<file path="src/rtl/bit_scan_encoder.sv">
// Captures a request vector and replays its set bits as an MSB-first stream of
// index beats under a valid/ready handshake. An all-zero vector yields one flagged beat.
module bit_scan_encoder #(
  parameter int WIDTH = 8,
  parameter int IDXW  = 3
) (
  input  logic             clk,
  input  logic             rst_n,
  input  logic             in_valid,
  output logic             in_ready,
  input  logic [WIDTH-1:0] in_data,
  output logic             out_valid,
  input  logic             out_ready,
  output logic [IDXW-1:0]  out_idx,
  output logic             out_last,
  output logic             out_zero
);

  typedef enum logic {IDLE, SCAN} state_t;

  state_t           state, state_d;
  logic [WIDTH-1:0] pending, pending_d;
  logic [31:0]      scan_vec;
  logic [IDXW-1:0]  enc_idx;
  logic             enc_zero;
  logic             enc_last;

  // Highest set bit of pending; the vector is widened to 32 bits so one table
  // serves every legal WIDTH, and patterns above WIDTH simply never match.
  always_comb begin
    scan_vec = 32'(pending);
    enc_idx  = '0;
    casez (scan_vec)
      {1'b1, 31'b?}:         enc_idx = IDXW'(31);
      {1'b0, 1'b1, 30'b?}:   enc_idx = IDXW'(30);
      {2'b0, 1'b1, 29'b?}:   enc_idx = IDXW'(29);
      {3'b0, 1'b1, 28'b?}:   enc_idx = IDXW'(28);
      {4'b0, 1'b1, 27'b?}:   enc_idx = IDXW'(27);
      {5'b0, 1'b1, 26'b?}:   enc_idx = IDXW'(26);
      {6'b0, 1'b1, 25'b?}:   enc_idx = IDXW'(25);
      {7'b0, 1'b1, 24'b?}:   enc_idx = IDXW'(24);
      {8'b0, 1'b1, 23'b?}:   enc_idx = IDXW'(23);
      {9'b0, 1'b1, 22'b?}:   enc_idx = IDXW'(22);
      {10'b0, 1'b1, 21'b?}:  enc_idx = IDXW'(21);
      {11'b0, 1'b1, 20'b?}:  enc_idx = IDXW'(20);
      {12'b0, 1'b1, 19'b?}:  enc_idx = IDXW'(19);
      {13'b0, 1'b1, 18'b?}:  enc_idx = IDXW'(18);
      {14'b0, 1'b1, 17'b?}:  enc_idx = IDXW'(17);
      {15'b0, 1'b1, 16'b?}:  enc_idx = IDXW'(16);
      {16'b0, 1'b1, 15'b?}:  enc_idx = IDXW'(15);
      {17'b0, 1'b1, 14'b?}:  enc_idx = IDXW'(14);
      {18'b0, 1'b1, 13'b?}:  enc_idx = IDXW'(13);
      {19'b0, 1'b1, 12'b?}:  enc_idx = IDXW'(12);
      {20'b0, 1'b1, 11'b?}:  enc_idx = IDXW'(11);
      {21'b0, 1'b1, 10'b?}:  enc_idx = IDXW'(10);
      {22'b0, 1'b1, 9'b?}:   enc_idx = IDXW'(9);
      {23'b0, 1'b1, 8'b?}:   enc_idx = IDXW'(8);
      {24'b0, 1'b1, 7'b?}:   enc_idx = IDXW'(7);
      {25'b0, 1'b1, 6'b?}:   enc_idx = IDXW'(6);
      {26'b0, 1'b1, 5'b?}:   enc_idx = IDXW'(5);
      {27'b0, 1'b1, 4'b?}:   enc_idx = IDXW'(4);
      {28'b0, 1'b1, 3'b?}:   enc_idx = IDXW'(3);
      {29'b0, 1'b1, 2'b?}:   enc_idx = IDXW'(2);
      {30'b0, 1'b1, 1'b?}:   enc_idx = IDXW'(1);
      {31'b0, 1'b1}:         enc_idx = IDXW'(0);
      default:               enc_idx = '0;
    endcase
  end

  assign enc_zero = (pending == '0);
  assign enc_last = enc_zero || ((pending & (pending - 1'b1)) == '0);

  // NOTE: every always_comb output gets a default first so no path can infer a latch.
  always_comb begin
    state_d   = state;
    pending_d = pending;
    in_ready  = 1'b0;
    out_valid = 1'b0;
    case (state)
      IDLE: begin
        in_ready = 1'b1;
        if (in_valid) begin
          pending_d = in_data;
          state_d   = SCAN;
        end
      end
      SCAN: begin
        out_valid = 1'b1;
        if (out_ready) begin
          pending_d = pending & ~(WIDTH'(1) << enc_idx);
          if (enc_last) state_d = IDLE;
        end
      end
      default: state_d = IDLE;
    endcase
  end

  // NOTE: registers update with non-blocking assignments so every flop samples
  // pre-edge values regardless of block evaluation order.
  always_ff @(posedge clk) begin
    if (!rst_n) begin
      state   <= IDLE;
      pending <= '0;
    end else begin
      state   <= state_d;
      pending <= pending_d;
    end
  end

  assign out_idx  = (state == SCAN) ? enc_idx : '0;
  assign out_last = (state == SCAN) && enc_last;
  assign out_zero = (state == SCAN) && enc_zero;

endmodule

</file>
<file path="config.mk">
export PLATFORM = sky130hd
export DESIGN_NAME = bit_scan_encoder
export DESIGN_NICKNAME = d
export VERILOG_FILES = /design/src/rtl/bit_scan_encoder.sv
export SDC_FILE = /design/constraint.sdc
export NUM_CORES = 1
export LEC_CHECK = 0
export ABC_CLOCK_PERIOD_IN_PS = 1700
export BUFFER_PORTS_ARGS = -buffer_cell sky130_fd_sc_hd__buf_2
export CAP_MARGIN = 25
export CORE_UTILIZATION = 30
export DETAILED_ROUTE_END_ITERATION = 6
export HOLD_SLACK_MARGIN = 0.02
export PLACE_DENSITY_LB_ADDON = 0.3
export SLEW_MARGIN = 5
export SYNTH_ARGS = -nofsm -noshare
export SYNTH_HDL_FRONTEND = slang
export SYNTH_SLANG_ARGS = --single-unit
</file>
<file path="constraint.sdc">
create_clock -name clk -period 1.7 [get_ports clk]
set_input_delay 0 -clock clk [delete_from_list [all_inputs] [get_ports clk]]
set_output_delay 0 -clock clk [all_outputs]
set_load 0.02 [all_outputs]
</file>
-- Word level (Yosys, flattened, before mapping)
Cells that the tools add are included.
W data, S select, Z words.
- input bits: 12
- output and inout bits: 7
- word-level logic and storage cells: 33
- flip-flop bits (word level): 9
- eq/ne operators: 8
- multiplexer cells: 11
- shift-type cells: 1
- reduce and logical (&&, ||, !) cells: 6
- add/subtract/negate cells: 1
- bitwise logic cells: 4
- operators with widths (cell ; number):
    $pmux W3 S7 ; 1
    $and A8 B8 Y8 ; 2
    $logic_not A8 Y1 ; 2
    $mux W8 ; 2
    $pmux W8 S2 ; 1
    $not A8 Y8 ; 1
    $shl A1 B3 Y8 const A ; 1
    $sub A8 B1 Y8 const B ; 1
    $eq A7 B1 Y1 const B ; 1
    $eq A6 B1 Y1 const B ; 1
    $eq A5 B1 Y1 const B ; 1
    $mux W1 ; 5
    $eq A4 B1 Y1 const B ; 1
    $ne A2 B2 Y1 const B ; 2
    $eq A3 B1 Y1 const B ; 1
    $mux W3 ; 1
    $eq A2 B1 Y1 const B ; 1
    $logic_and A1 B1 Y1 ; 2
    $pmux W1 S2 ; 1
    $reduce_and A2 Y1 ; 1
    $logic_or A1 B1 Y1 ; 1
    $not A1 Y1 ; 1

-- Logic depth before layout (Yosys ltp)
- word-level depth: 7
- depth in mapped cells: 5
- mapped depth without buffers: 4

-- Worst setup path before layout
OpenSTA, ideal clock, no wires.
- path type: register -> output
- start: register pending[7]
- end: output out_idx[0]
- data arrival time: 1.293 ns
- buffers on the path: 1
- cell stages (with the launch flop): 5
- path slack: 0.407 ns
- path through: dfxtp_1 -> buf_6 -> nor4_4 -> o21ai_0 -> a21oi_1
- word-level cells in the longest chain between the ends: 3
- elaborated cells between the ends (all ways): 8
- classes of those cells: 6 x eq/ne; 2 x mux
- RTL lines (item ; RTL line ; RTL):
    from (decl) ; 22 ; logic [WIDTH-1:0] pending, pending_d;
    from (signal assigned) ; 106 ; pending <= pending_d;
    $eq A7 B1 Y1, or another cell as far along ; 33 ; casez (scan_vec)
    $pmux W3 S7 (*) ; 33 ;
    $mux W3 (*) ; 110 ; assign out_idx = (state == SCAN) ? enc_idx : '0;
    to (decl) ; 14 ; output logic [IDXW-1:0] out_idx,
Mark *: on every way between the ends. The rest lies on a longest branch, timed or not.

-- Final worst setup path
- start: register pending[7]
- end: output out_last
- word-level cells in the longest chain between the ends: 5
- elaborated cells between the ends (all ways): 6
- classes of those cells: 1 x add/sub; 1 x bitwise; 4 x reduce/logical
- RTL lines (item ; RTL line ; RTL):
    $sub A8 B1 Y8 ; 71 ; assign enc_last = enc_zero || ((pending & (pending - 1'b1)) == '0);
    $and A8 B8 Y8 ; 71 ;
    $logic_not A8 Y1 ; 71 ;
    $logic_or A1 B1 Y1 (*) ; 71 ;
    $logic_and A1 B1 Y1 (*) ; 111 ; assign out_last = (state == SCAN) && enc_last;
    to (decl) ; 15 ; output logic out_last,
Marks and branches as above.

==> impl_metrics.sql <==
INSERT INTO impl_metrics (metric_group, metric, value, unit) VALUES
('placement', 'place.port_buffers', '18', ''),
('yosys', 'synthesis.area_per_instance', '7.77', 'um^2'),
('grt', 'gr-total-overflow', '0', ''),
('clock_tree', 'cts_made_buffers', '3', ''),
('route', 'drt-wirelength-per-cell', '11.5', 'um'),
('route', 'ant_nets', '0', ''),
('power_and_ir_drop', 'cellLeakagePower', '0.000325', 'uW'),
('setup_path', 'crit_path_cell_trace', 'nor4_4, a21oi_1, o21ai_1, nor3b_2, buf_2', ''),
('sta', 'setup-tns-final', '0', 'ns'),
('finish', 'post_layout_nonfiller_instances', '125', ''),
('finish', 'syn_to_final_growth', '33.5', '%'),
('setup_path', 'maximum_fanout_encountered_on_the_critical_timing_path', '9', ''),
('sta', 'timing.clock.skew', '0.00170', 'ns'),
('floorplanning', 'io_pins', '19', ''),
('yosys', 'yosysSeqAreaShare', '30.9', '%'),
('yosys', 'syn_area', '583', 'um^2'),
('flow_run', 'cap_viol_max_count', '0', ''),
('grt', 'antenna_found_initial', '0', ''),
('setup_path', 'regToRegStartpoint', 'pending[7]', ''),
('route', 'drt_pass1_iterations', '4', ''),
('setup_path', 'crit_family', 'simple AND/OR/NAND/NOR gates', ''),
('sta', 'hold_violations', '0', ''),
('placement', 'post_detail_place_hpwl', '1040', 'um'),
('grt', 'first_pass_grt_wire_length', '2310', 'um'),
('setup_path', 'critical_path.n_buffers_inverters', '1', ''),
('yosys', 'synth_top_area_share', '30.9', '%'),
('grt', 'via_count_of_the_first_global_routing_pass', '549', ''),
('placement', 'placement.cell_area', '686', 'um^2'),
('clock_tree', 'clk_pin_slew', '0.06', 'ns'),
('sta', 'setup_viol', '0', ''),
('grt', 'pin_count_of_the_biggest_net_entering_global_routing', '13', ''),
('floorplanning', 'die_span_y', '46.1', 'um'),
('route', 'route.vias.total', '630', ''),
('sta', 'finalCritPeriodShare', '94.1', '%'),
('clock_tree', 'cts.root.buffer_cell', 'sky130_fd_sc_hd__clkbuf_4', ''),
('sta', 'clock.fmax', '625', 'MHz'),
('yosys', 'post_synth_inst_count', '75', ''),
('sta', 'slew_violations', '0', ''),
('yosys', 'mappedNetlistNets', '87', ''),
('yosys', 'ys_seq_elements', '9', ''),
('worst_hold_path', 'hold_path_startpoint', 'in_data[1]', ''),
('finish', 'final_layout_size_suffix_gt1_share', '29.0', '%'),
('clock_tree', 'tritoncts', 'built', ''),
('floorplanning', 'die-width', '46.1', 'um'),
('setup_path', 'critical_path.endpoint_type', 'primary output', ''),
('yosys', 'yosysWarningCount', '0', ''),
('worst_hold_path', 'timing.hold.worst_path_depth', '3', ''),
('setup_path', 'worst-r2r-cell-count', '5', ''),
('yosys', 'synth_top_cell_by_area', 'sky130_fd_sc_hd__dfxtp_1', ''),
('yosys', 'synth_top_cells_by_area', 'sky130_fd_sc_hd__dfxtp_1 (31%), sky130_fd_sc_hd__nor3_1 (5.2%), sky130_fd_sc_hd__nand2_1 (5.2%)', ''),
('finish', 'antenna_diode_instance_count', '0', ''),
('status', 'status', 'finished clean', ''),
('sta', 'worstMarginPinSlew', '0.353', 'ns'),
('sta', 'minimum_period_implied_by_the_final_worst_setup_slack', '1.60', 'ns'),
('setup_path', 'timing.critical_path.required', '1.70', 'ns'),
('clock_tree', 'clock_sink_count', '9', ''),
('floorplanning', 'area_of_the_placeable_core', '1780', 'um^2'),
('clock_tree', 'worst_skew_pair.late_latency', '0.26', 'ns'),
('setup_path', 'standard_cell_with_the_maximum_stage_delay_on_the_critical_path', 'sky130_fd_sc_hd__dfxtp_1', ''),
('finish', 'fin_nets', '113', ''),
('placement', 'dpl.cell_count', '115', ''),
('route', 'drc', '0', ''),
('clock_tree', 'htree_num_levels', '1', ''),
('placement', 'replace_congestion', '0.782', ''),
('route', 'initial_drc_count', '4', ''),
('setup_path', 'r2r_setup_slack', '0.26', 'ns'),
('clock_tree', 'clk_path_buf_depth', '2', ''),
('power_and_ir_drop', 'vdd.ir_drop.worst', '277', 'uV'),
('floorplanning', 'initial_utilization', '32.7', '%'),
('setup_path', 'timing.critical_path.from_type', 'flip-flop', ''),
('setup_path', 'timing.setup.critical_path_class', 'flip-flop to primary output', '');
==> synth_stat cells, drive strengths merged <==
master  number
o31a         1
nor3         6
nor4         3
and3         1
dfxtp        9
nand2        8
a21boi       4
nor3b        2
buf          4
nor2b        3
mux2i        1
o211ai       1
a32oi        1
mux2         1
a211oi       1
maj3         1
nand3        4
a21oi        5
nor2         6
inv          3
o21ai        6
a31oi        1
nand2b       2
o31ai        1
==> kinds of logic (layout without fill, tap and decap cells) <==
group | count (synthesis) | after routing | synth area share, %
multiplexers | 2 | 2 | 3.65
AND/OR/NAND/NOR | 35 | 35 | 34.6
AO/OA/AOI/OAI | 21 | 21 | 22.7
flip-flops | 9 | 9 | 30.9
buffers and inverters | 7 | 32 | 6.44
adder cells (fa/ha/maj) | 1 | 1 | 1.72
==> area by class of cell <==
cell class,count,area (um^2)
flip-flops and latches,9,180
clock buffers,4,26.3
repair buffers,25,155
well taps,25,31.3
inverters,3,11.3
multi-input cells,59,374
fillers,185,1000
==> power by group <==
part	leakage, uW	total (uW)	switching [uW]	internal, uW
combinational	0.000236	184	93.5	90.6
sequential	0.0000741	263	35.9	227
clock	0.0000150	169	78.7	90.7
==> per-stage QoR <==
stage | worst slack, ns | hold WS (ns)
after floorplan | 0.407 | 0.128
after global placement | 0.373 | 0.245
after detailed placement | 0.306 | 0.254
after CTS | 0.00466 | 0.0413
after global routing | -0.0100 | 0.0770
final | 0.101 | 0.0432
==> registers in the layout, summed over array words and instances (netlist names) <==
name     count
state        1
pending      8
==> per-layer routing <==
layer  part of all wire, %  GRT usage, %  vias up  routed length (um)
met2                    47          22.8       14                 677
met1                    48          20.4      292                 683
met3                   2.2          3.92        5                  32
met4                   3.1          13.5        0                  44
li1                      -             -      319                   -
met5                     0             0        -                   0
==> timing repair <==
action | 4_1_cts | 5_1_grt
buffers inserted | 0 | 1
resized for setup | 0 | 1
endpoints found under the hold margin | 5 | 0
setup endpoints to repair | 0 | 2
hold buffers | 5 | 0
==> placed cells by master (no fill, tap or decap), types with 3 or more instances in the layout <==
cell and instances:
sky130_fd_sc_hd__buf_2 18, sky130_fd_sc_hd__nand2_1 8, sky130_fd_sc_hd__dlygate4sd3_1 5, sky130_fd_sc_hd__a21oi_1 5, sky130_fd_sc_hd__dfxtp_1 9, sky130_fd_sc_hd__a21boi_0 3, sky130_fd_sc_hd__nor2b_1 3, sky130_fd_sc_hd__o21ai_0 4
sky130_fd_sc_hd__clkbuf_4 3, sky130_fd_sc_hd__inv_1 3, sky130_fd_sc_hd__nor2_1 6, sky130_fd_sc_hd__nand3_1 4, sky130_fd_sc_hd__nor3_1 6
==> how the worst max path moves through the flow <==
stage          startpoint          to  slack, ns  cells past startpoint
6_report       pending[7]    out_last       0.10                      5
5_1_grt        pending[7]    out_last      -0.01                      5
4_1_cts        pending[7]    out_last      0.005                      5
3_5_place_dp   pending[7]    out_last       0.31                      5
3_3_place_gp   pending[7]    out_last       0.37                      5
2_1_floorplan  pending[7]  out_idx[0]       0.41                      4
==> worst reg2reg max path, stage by stage (launching register included) <==
cell                      delay (ns)
sky130_fd_sc_hd__dfxtp_1        0.41
sky130_fd_sc_hd__nor4_4         0.40
sky130_fd_sc_hd__buf_4          0.19
sky130_fd_sc_hd__nand2_1        0.05
sky130_fd_sc_hd__a32oi_1        0.22
sky130_fd_sc_hd__nor2b_1        0.07
(Power assumes the default switching activity.)
